`src/rtl/mem_port_arbiter_pkg.sv`:
```
// Shared types for the IF/MEM single-port memory arbiter.
package mem_port_arbiter_pkg;

    typedef enum logic [1:0] {
        ARB_IDLE = 2'd0,
        ARB_REQ  = 2'd1,
        ARB_WAIT = 2'd2
    } arb_state_e;

    typedef enum logic {
        ARB_OWN_IF = 1'b0,
        ARB_OWN_D  = 1'b1
    } arb_owner_e;

endpackage

```
`src/rtl/arb_starve_cnt.sv`:
```
// Saturating count of consecutive MEM grants taken while a fetch was waiting.
module arb_starve_cnt #(
    parameter int MAX = 4
) (
    input  logic clk,
    input  logic reset,
    input  logic inc,
    input  logic clr,
    output logic sat
);

    localparam int CW = $clog2(MAX + 1);
    localparam logic [CW-1:0] MAX_C = CW'(MAX);

    logic [CW-1:0] cnt_q, cnt_d;

    always_comb begin
        cnt_d = cnt_q;
        if (clr) begin
            cnt_d = '0;
        end else if (inc && (cnt_q < MAX_C)) begin
            cnt_d = cnt_q + 1'b1;
        end
    end

    always_ff @(posedge clk or negedge reset) begin
        if (!reset) begin
            cnt_q <= '0;
        end else begin
            cnt_q <= cnt_d;
        end
    end

    assign sat = (cnt_q >= MAX_C);

endmodule

```
`src/rtl/mem_port_arbiter.sv`:
```
// Arbitrates IF and MEM onto one single-port memory, one outstanding access at a time.
// Handshake: a command transfers when m_req & m_ready; the response is one m_rvalid pulse in WAIT.
module mem_port_arbiter
    import mem_port_arbiter_pkg::*;
#(
    parameter int ADDR_W     = 32,
    parameter int DATA_W     = 32,
    parameter int STARVE_MAX = 4
) (
    input  logic              clk,
    input  logic              reset,
    input  logic              if_req,
    input  logic [ADDR_W-1:0] if_addr,
    input  logic              flushF,
    output logic              if_rvalid,
    output logic [DATA_W-1:0] if_rdata,
    input  logic              d_req,
    input  logic              d_we,
    input  logic [ADDR_W-1:0] d_addr,
    input  logic [DATA_W-1:0] d_wdata,
    input  logic [3:0]        d_wmask,
    output logic              d_rvalid,
    output logic [DATA_W-1:0] d_rdata,
    output logic              stallF,
    output logic              stallM,
    output logic              m_req,
    input  logic              m_ready,
    output logic              m_we,
    output logic [ADDR_W-1:0] m_addr,
    output logic [DATA_W-1:0] m_wdata,
    output logic [3:0]        m_wmask,
    input  logic              m_rvalid,
    input  logic [DATA_W-1:0] m_rdata,
    output arb_state_e        dbg_state_o
);

    arb_state_e        state_q, state_d;
    arb_owner_e        owner_q, owner_d;
    logic              drop_q, drop_d;
    logic              m_req_q, m_req_d;
    logic              m_we_q, m_we_d;
    logic [ADDR_W-1:0] m_addr_q, m_addr_d;
    logic [DATA_W-1:0] m_wdata_q, m_wdata_d;
    logic [3:0]        m_wmask_q, m_wmask_d;
    logic              grant_d, grant_if, starve_sat;

    arb_starve_cnt #(.MAX(STARVE_MAX)) u_starve (
        .clk  (clk),
        .reset(reset),
        .inc  (grant_d && if_req),
        .clr  (grant_if),
        .sat  (starve_sat)
    );

    always_comb begin
        state_d   = state_q;
        owner_d   = owner_q;
        drop_d    = drop_q;
        m_we_d    = m_we_q;
        m_addr_d  = m_addr_q;
        m_wdata_d = m_wdata_q;
        m_wmask_d = m_wmask_q;
        grant_d   = 1'b0;
        grant_if  = 1'b0;
        case (state_q)
            ARB_IDLE: begin
                if (d_req && (!starve_sat || !if_req)) begin
                    grant_d   = 1'b1;
                    owner_d   = ARB_OWN_D;
                    m_we_d    = d_we;
                    m_addr_d  = d_addr;
                    m_wdata_d = d_wdata;
                    m_wmask_d = d_wmask;
                    state_d   = ARB_REQ;
                end else if (if_req) begin
                    grant_if  = 1'b1;
                    owner_d   = ARB_OWN_IF;
                    m_we_d    = 1'b0;
                    m_addr_d  = if_addr;
                    m_wdata_d = '0;
                    m_wmask_d = '0;
                    state_d   = ARB_REQ;
                end
            end
            ARB_REQ: begin
                if (m_ready) state_d = ARB_WAIT;
                if (flushF && owner_q == ARB_OWN_IF) drop_d = 1'b1;
            end
            ARB_WAIT: begin
                if (m_rvalid) begin
                    state_d = ARB_IDLE;
                    drop_d  = 1'b0;
                end else if (flushF && owner_q == ARB_OWN_IF) begin
                    drop_d = 1'b1;
                end
            end
            default: begin
                state_d = ARB_IDLE;
                drop_d  = 1'b0;
            end
        endcase
        m_req_d = (state_d == ARB_REQ);
    end

    always_ff @(posedge clk or negedge reset) begin
        if (!reset) begin
            state_q   <= ARB_IDLE;
            owner_q   <= ARB_OWN_IF;
            drop_q    <= 1'b0;
            m_req_q   <= 1'b0;
            m_we_q    <= 1'b0;
            m_addr_q  <= '0;
            m_wdata_q <= '0;
            m_wmask_q <= '0;
        end else begin
            state_q   <= state_d;
            owner_q   <= owner_d;
            drop_q    <= drop_d;
            m_req_q   <= m_req_d;
            m_we_q    <= m_we_d;
            m_addr_q  <= m_addr_d;
            m_wdata_q <= m_wdata_d;
            m_wmask_q <= m_wmask_d;
        end
    end

    // A flush landing together with the response still discards the fetch.
    assign if_rvalid = (state_q == ARB_WAIT) && m_rvalid && (owner_q == ARB_OWN_IF)
                       && !drop_q && !flushF;
    assign d_rvalid  = (state_q == ARB_WAIT) && m_rvalid && (owner_q == ARB_OWN_D);
    assign if_rdata  = if_rvalid ? m_rdata : '0;
    assign d_rdata   = d_rvalid ? m_rdata : '0;

    assign stallF = if_req && !if_rvalid;
    assign stallM = d_req && !d_rvalid;

    assign m_req       = m_req_q;
    assign m_we        = m_we_q;
    assign m_addr      = m_addr_q;
    assign m_wdata     = m_wdata_q;
    assign m_wmask     = m_wmask_q;
    assign dbg_state_o = state_q;

endmodule
```
`config.mk`:
```
export PLATFORM = sky130hd
export DESIGN_NAME = mem_port_arbiter
export DESIGN_NICKNAME = d
export VERILOG_FILES = /design/src/rtl/mem_port_arbiter_pkg.sv /design/src/rtl/arb_starve_cnt.sv /design/src/rtl/mem_port_arbiter.sv
export SDC_FILE = /design/constraint.sdc
export NUM_CORES = 1
export LEC_CHECK = 0
export CAP_MARGIN = 15
export CORE_MARGIN = 4
export CORE_UTILIZATION = 37
export DETAILED_ROUTE_END_ITERATION = 16
export GPL_ROUTABILITY_DRIVEN = 0
export PLACE_DENSITY = 0.85
export SETUP_SLACK_MARGIN = 0.15
export SLEW_MARGIN = 20
export SYNTH_ARGS = -nofsm -noshare
export SYNTH_HDL_FRONTEND = slang
export SYNTH_HIERARCHICAL = 1
export SYNTH_SLANG_ARGS = --single-unit
export TNS_END_PERCENT = 100
```
`constraint.sdc`:
```
create_clock -name clk -period 4 [get_ports clk]
set_input_delay 0.4 -clock clk [delete_from_list [all_inputs] [get_ports clk]]
set_output_delay 0.4 -clock clk [all_outputs]
set_load 0.05 [all_outputs]
```
==> flow_summary_export.csv <==
group,metric,value,unit
cts,clk_path_buf_depth,2,
route,viasPerCell,4.938,
critical_path,path_cells,"inv_1, ha_1, and3_1, and2_1, clkdlybuf4s50_1",
critical_path,slowest_delay,0.81,ns
die,die_area,11730,sq um
critical_path,cp.arrival,2.87,ns
grt,antenna_found_initial,4,
final_layout,area_growth,82.01,%
sta,timing_hold_violations_final,0,
die,dieWidth,108.3,um
critical_path,worst_path_max_delay_cell,"clkdlybuf4s50_1",
grt,grt_pass1_vias,4065,
synthesis,yosysWarnings,6,
die,initial_core_util,38.07,%
hold_path,timing.hold.worst.class,"input pin to asynchronous set/reset pin",
grt,grt_pass1_wl,21590,um
placement,io_buffer_count,279,
synthesis,synth-seq-area-share,51.78,%
critical_path,crit_required,3.60,ns
die,rows,36,
critical_path,critPathLaunch,"dbg_state_o[0]$_DFF_PN0_",
cts,hold_buffers,0,
sta,fin_crit,3.273,ns
power_and_ir_drop,power.switching,2530,uW
critical_path,worst-path-buf-inv,2,
grt,grt.busiest_layer,"met2",
critical_path,crit-reg2reg-launch,"dbg_state_o[1]$_DFF_PN0_",
synthesis,netlist_instances,385,
cts,cts_made_buffers,9,
critical_path,ff2ff_path_depth,6,
synthesis,synth_area,3721,sq um
grt,grt_use_met2,43.87,%
sta,setup_viol,0,
cts,clk_latency,0.34,ns
cts,clkSinkCount,77,
sta,slew_viol_final,0,
route,postRouteAntennaNets,0,
power_and_ir_drop,p_clk_share,11.4,%
final_layout,utilization,69.29,%
critical_path,worst_path_dominant_cell_family,"simple AND/OR/NAND/NOR gates",
sta,hold_slack,0.2207,ns
synthesis,syn_nets,531,
cts,cts.clk_slew.worst_paths,0.08,ns
power_and_ir_drop,swShare,50.35,%
die,core,9774,sq um
synthesis,yosysUniqueCellTypes,30,
placement,placed_area,6569,sq um
final_layout,final_area,6773,sq um
power_and_ir_drop,power_frac_comb,61.7,%
power_and_ir_drop,power,5025,uW
sta,fin_tns_setup,0,ns
route,dr.first_iter.drc_count,157,
synthesis,avgSynthCellArea,9.665,sq um
grt,grt_use_met1,23.31,%
final_layout,layout_commonest_cell,"clkdlybuf4s50_1",
critical_path,crit_type,"flip-flop to output port",
critical_path,reg2reg_setup_slack,1.92,ns
critical_path,critPathMaxFanout,34,
critical_path,r2r_end,"m_addr[14]$_DFFE_PN0P_",
sta,finalClockSkew,0.005553,ns
cts,cts_setup_buffers,0,
critical_path,critPathLaunchType,"flip-flop",
die,io_pins,280,
sta,slew_headroom,35.76,%
placement,dpl.hpwl,11490,um
route,firstDrtPassIters,4,
cts,cts_max_level,3,
synthesis,ys_ff_latch,77,
grt,grt_use_met3,7.522,%
route,wl_per_cell,18.33,um
power_and_ir_drop,p_int,2495,uW
power_and_ir_drop,p_seq_share,26.8,%
grt,grtUsageTotal,24.03,%
final_layout,fillers,767,
power_and_ir_drop,leakage,0.002823,uW
run_status,status,"complete, no violations",
cts,clockRootBuffer,"clkbuf_8",
cts,cts_tree,"yes",
sta,period_share,81.82,%
final_layout,nets,794,
critical_path,endpoint,"d_rdata[12]",
final_layout,final_cell_mix,"clkdlybuf4s50_1, dfrtp_1, a21oi_1",
sta,fmax,305.5,MHz
final_layout,drive_gt1_share,3.982,%
critical_path,critPathCaptureType,"output port",
power_and_ir_drop,vdd_ir_drop_max,460.5,uV
route,drt-total-wl,14500,um
die,die_h,108.3,um
grt,globalRouteOverflowTotal,0,
cts,post_cts_resize_count,0,
power_and_ir_drop,powerDensity,742.0,nW/um^2
grt,grt_start_max_net_pins,78,
route,route.detailed.drc,0,
critical_path,cp.depth,5,
sta,tightest_slew,0.9636,ns
sta,rsz0062_at_grt,"false",
run,maxCapViolations,0,
route,vias,3906,
-- stage by stage --
stage               worst slack (ns)  instances
floorplan                      1.163        385
global placement               1.043        770
detailed placement            0.8876        770
CTS                           0.6980        786
global route                  0.5132        790
finish                        0.7271        791
-- final cells by class --
| cell class | count | area, sq um | share of cell area, % |
|---|---|---|---|
| timing repair buffer | 283 | 2820 | 41.64 |
| inverter | 5 | 18.77 | 0.2771 |
| clock buffer | 11 | 131.4 | 1.940 |
| sequential | 77 | 1927 | 28.45 |
| multi-input combinational | 272 | 1637 | 24.16 |
| antenna | 5 | 12.51 | 0.1847 |
| clock inverter | 5 | 60.06 | 0.8868 |
| tap | 133 | 166.4 | 2.457 |
-- power by group through the flow --
| stage | Sequential [uW] | Clock (uW) | Combinational (uW) |
|---|---|---|---|
| 6_report | 1350 | 575 | 3100 |
| 5_1_grt | 1400 | 628 | 3260 |
| 4_1_cts | 1350 | 595 | 3130 |
| 3_5_place_dp | 1350 | 0 | 3120 |
| 3_3_place_gp | 1340 | 0 | 3060 |
| 2_1_floorplan | 2490 | 0 | 861 |
-- per-layer routing --
| metal | share of wire (%) | vias up |
|---|---|---|
| li1 | - | 1833 |
| met1 | 33 | 1850 |
| met2 | 53 | 188 |
| met3 | 9.7 | 35 |
| met4 | 4.8 | 0 |
| met5 | 0 | - |
-- synth_stat cells --
cell / instances / share of area [%]
o41ai_1: 1 / 0.24
nor4_2: 1 / 0.34
nor4b_1: 1 / 0.24
a21o_1: 1 / 0.20
o21ai_2: 1 / 0.24
o21ai_0: 2 / 0.27
ha_1: 6 / 2.0
nor2b_1: 5 / 0.84
buf_6: 4 / 1.2
o31ai_1: 1 / 0.20
a21bo_1: 1 / 0.27
and2_1: 64 / 11
a21boi_2: 1 / 0.30
dfrtp_1: 77 / 52
and3_1: 3 / 0.50
nand4bb_1: 1 / 0.30
a22o_1: 37 / 8.7
buf_2: 7 / 0.94
a21oi_1: 69 / 9.3
o21a_1: 1 / 0.20
inv_1: 5 / 0.50
nor2_1: 37 / 3.7
nand2_1: 33 / 3.3
nor2_4: 1 / 0.30
mux2_4: 1 / 0.40
nor3_1: 2 / 0.27
buf_1: 2 / 0.20
nor2b_4: 1 / 0.37
a32oi_1: 1 / 0.24
clkbuf_1: 18 / 1.8
-- how the worst min path moves through the flow --
stage	start	depth (start not counted)	endpoint
final	reset	1	m_wmask[2]$_DFFE_PN0P_
after detailed placement	m_wdata[10]$_DFFE_PN0P_	1	m_wdata[10]$_DFFE_PN0P_
after CTS	reset	1	m_wmask[2]$_DFFE_PN0P_
after floorplan	reset	0	dbg_state_o[0]$_DFF_PN0_
after global routing	reset	1	m_wmask[2]$_DFFE_PN0P_
after global placement	m_wdata[0]$_DFFE_PN0P_	1	m_wdata[0]$_DFFE_PN0P_
-- registers in the layout, summed over array words and instances, names as in the netlist --
signal and flops:
u_starve/cnt_q 3, m_req 1, m_we 1, m_wdata 32, m_addr 32, owner_q 1, dbg_state_o 2, m_wmask 4
drop_q 1
-- kinds of logic (layout without fill, tap and decap cells) --
group           Yosys count  count (layout)  synth area share, %
simple gates            149             149                20.98
compound gates          116             116                20.14
flops                    77              77                51.78
buf+inv                  36             304                4.674
fa+ha+maj                 6               6                2.017
mux                       1               1               0.4034
other cells               0               5                    0
Note: power is estimated with default switching activity, not from simulation.
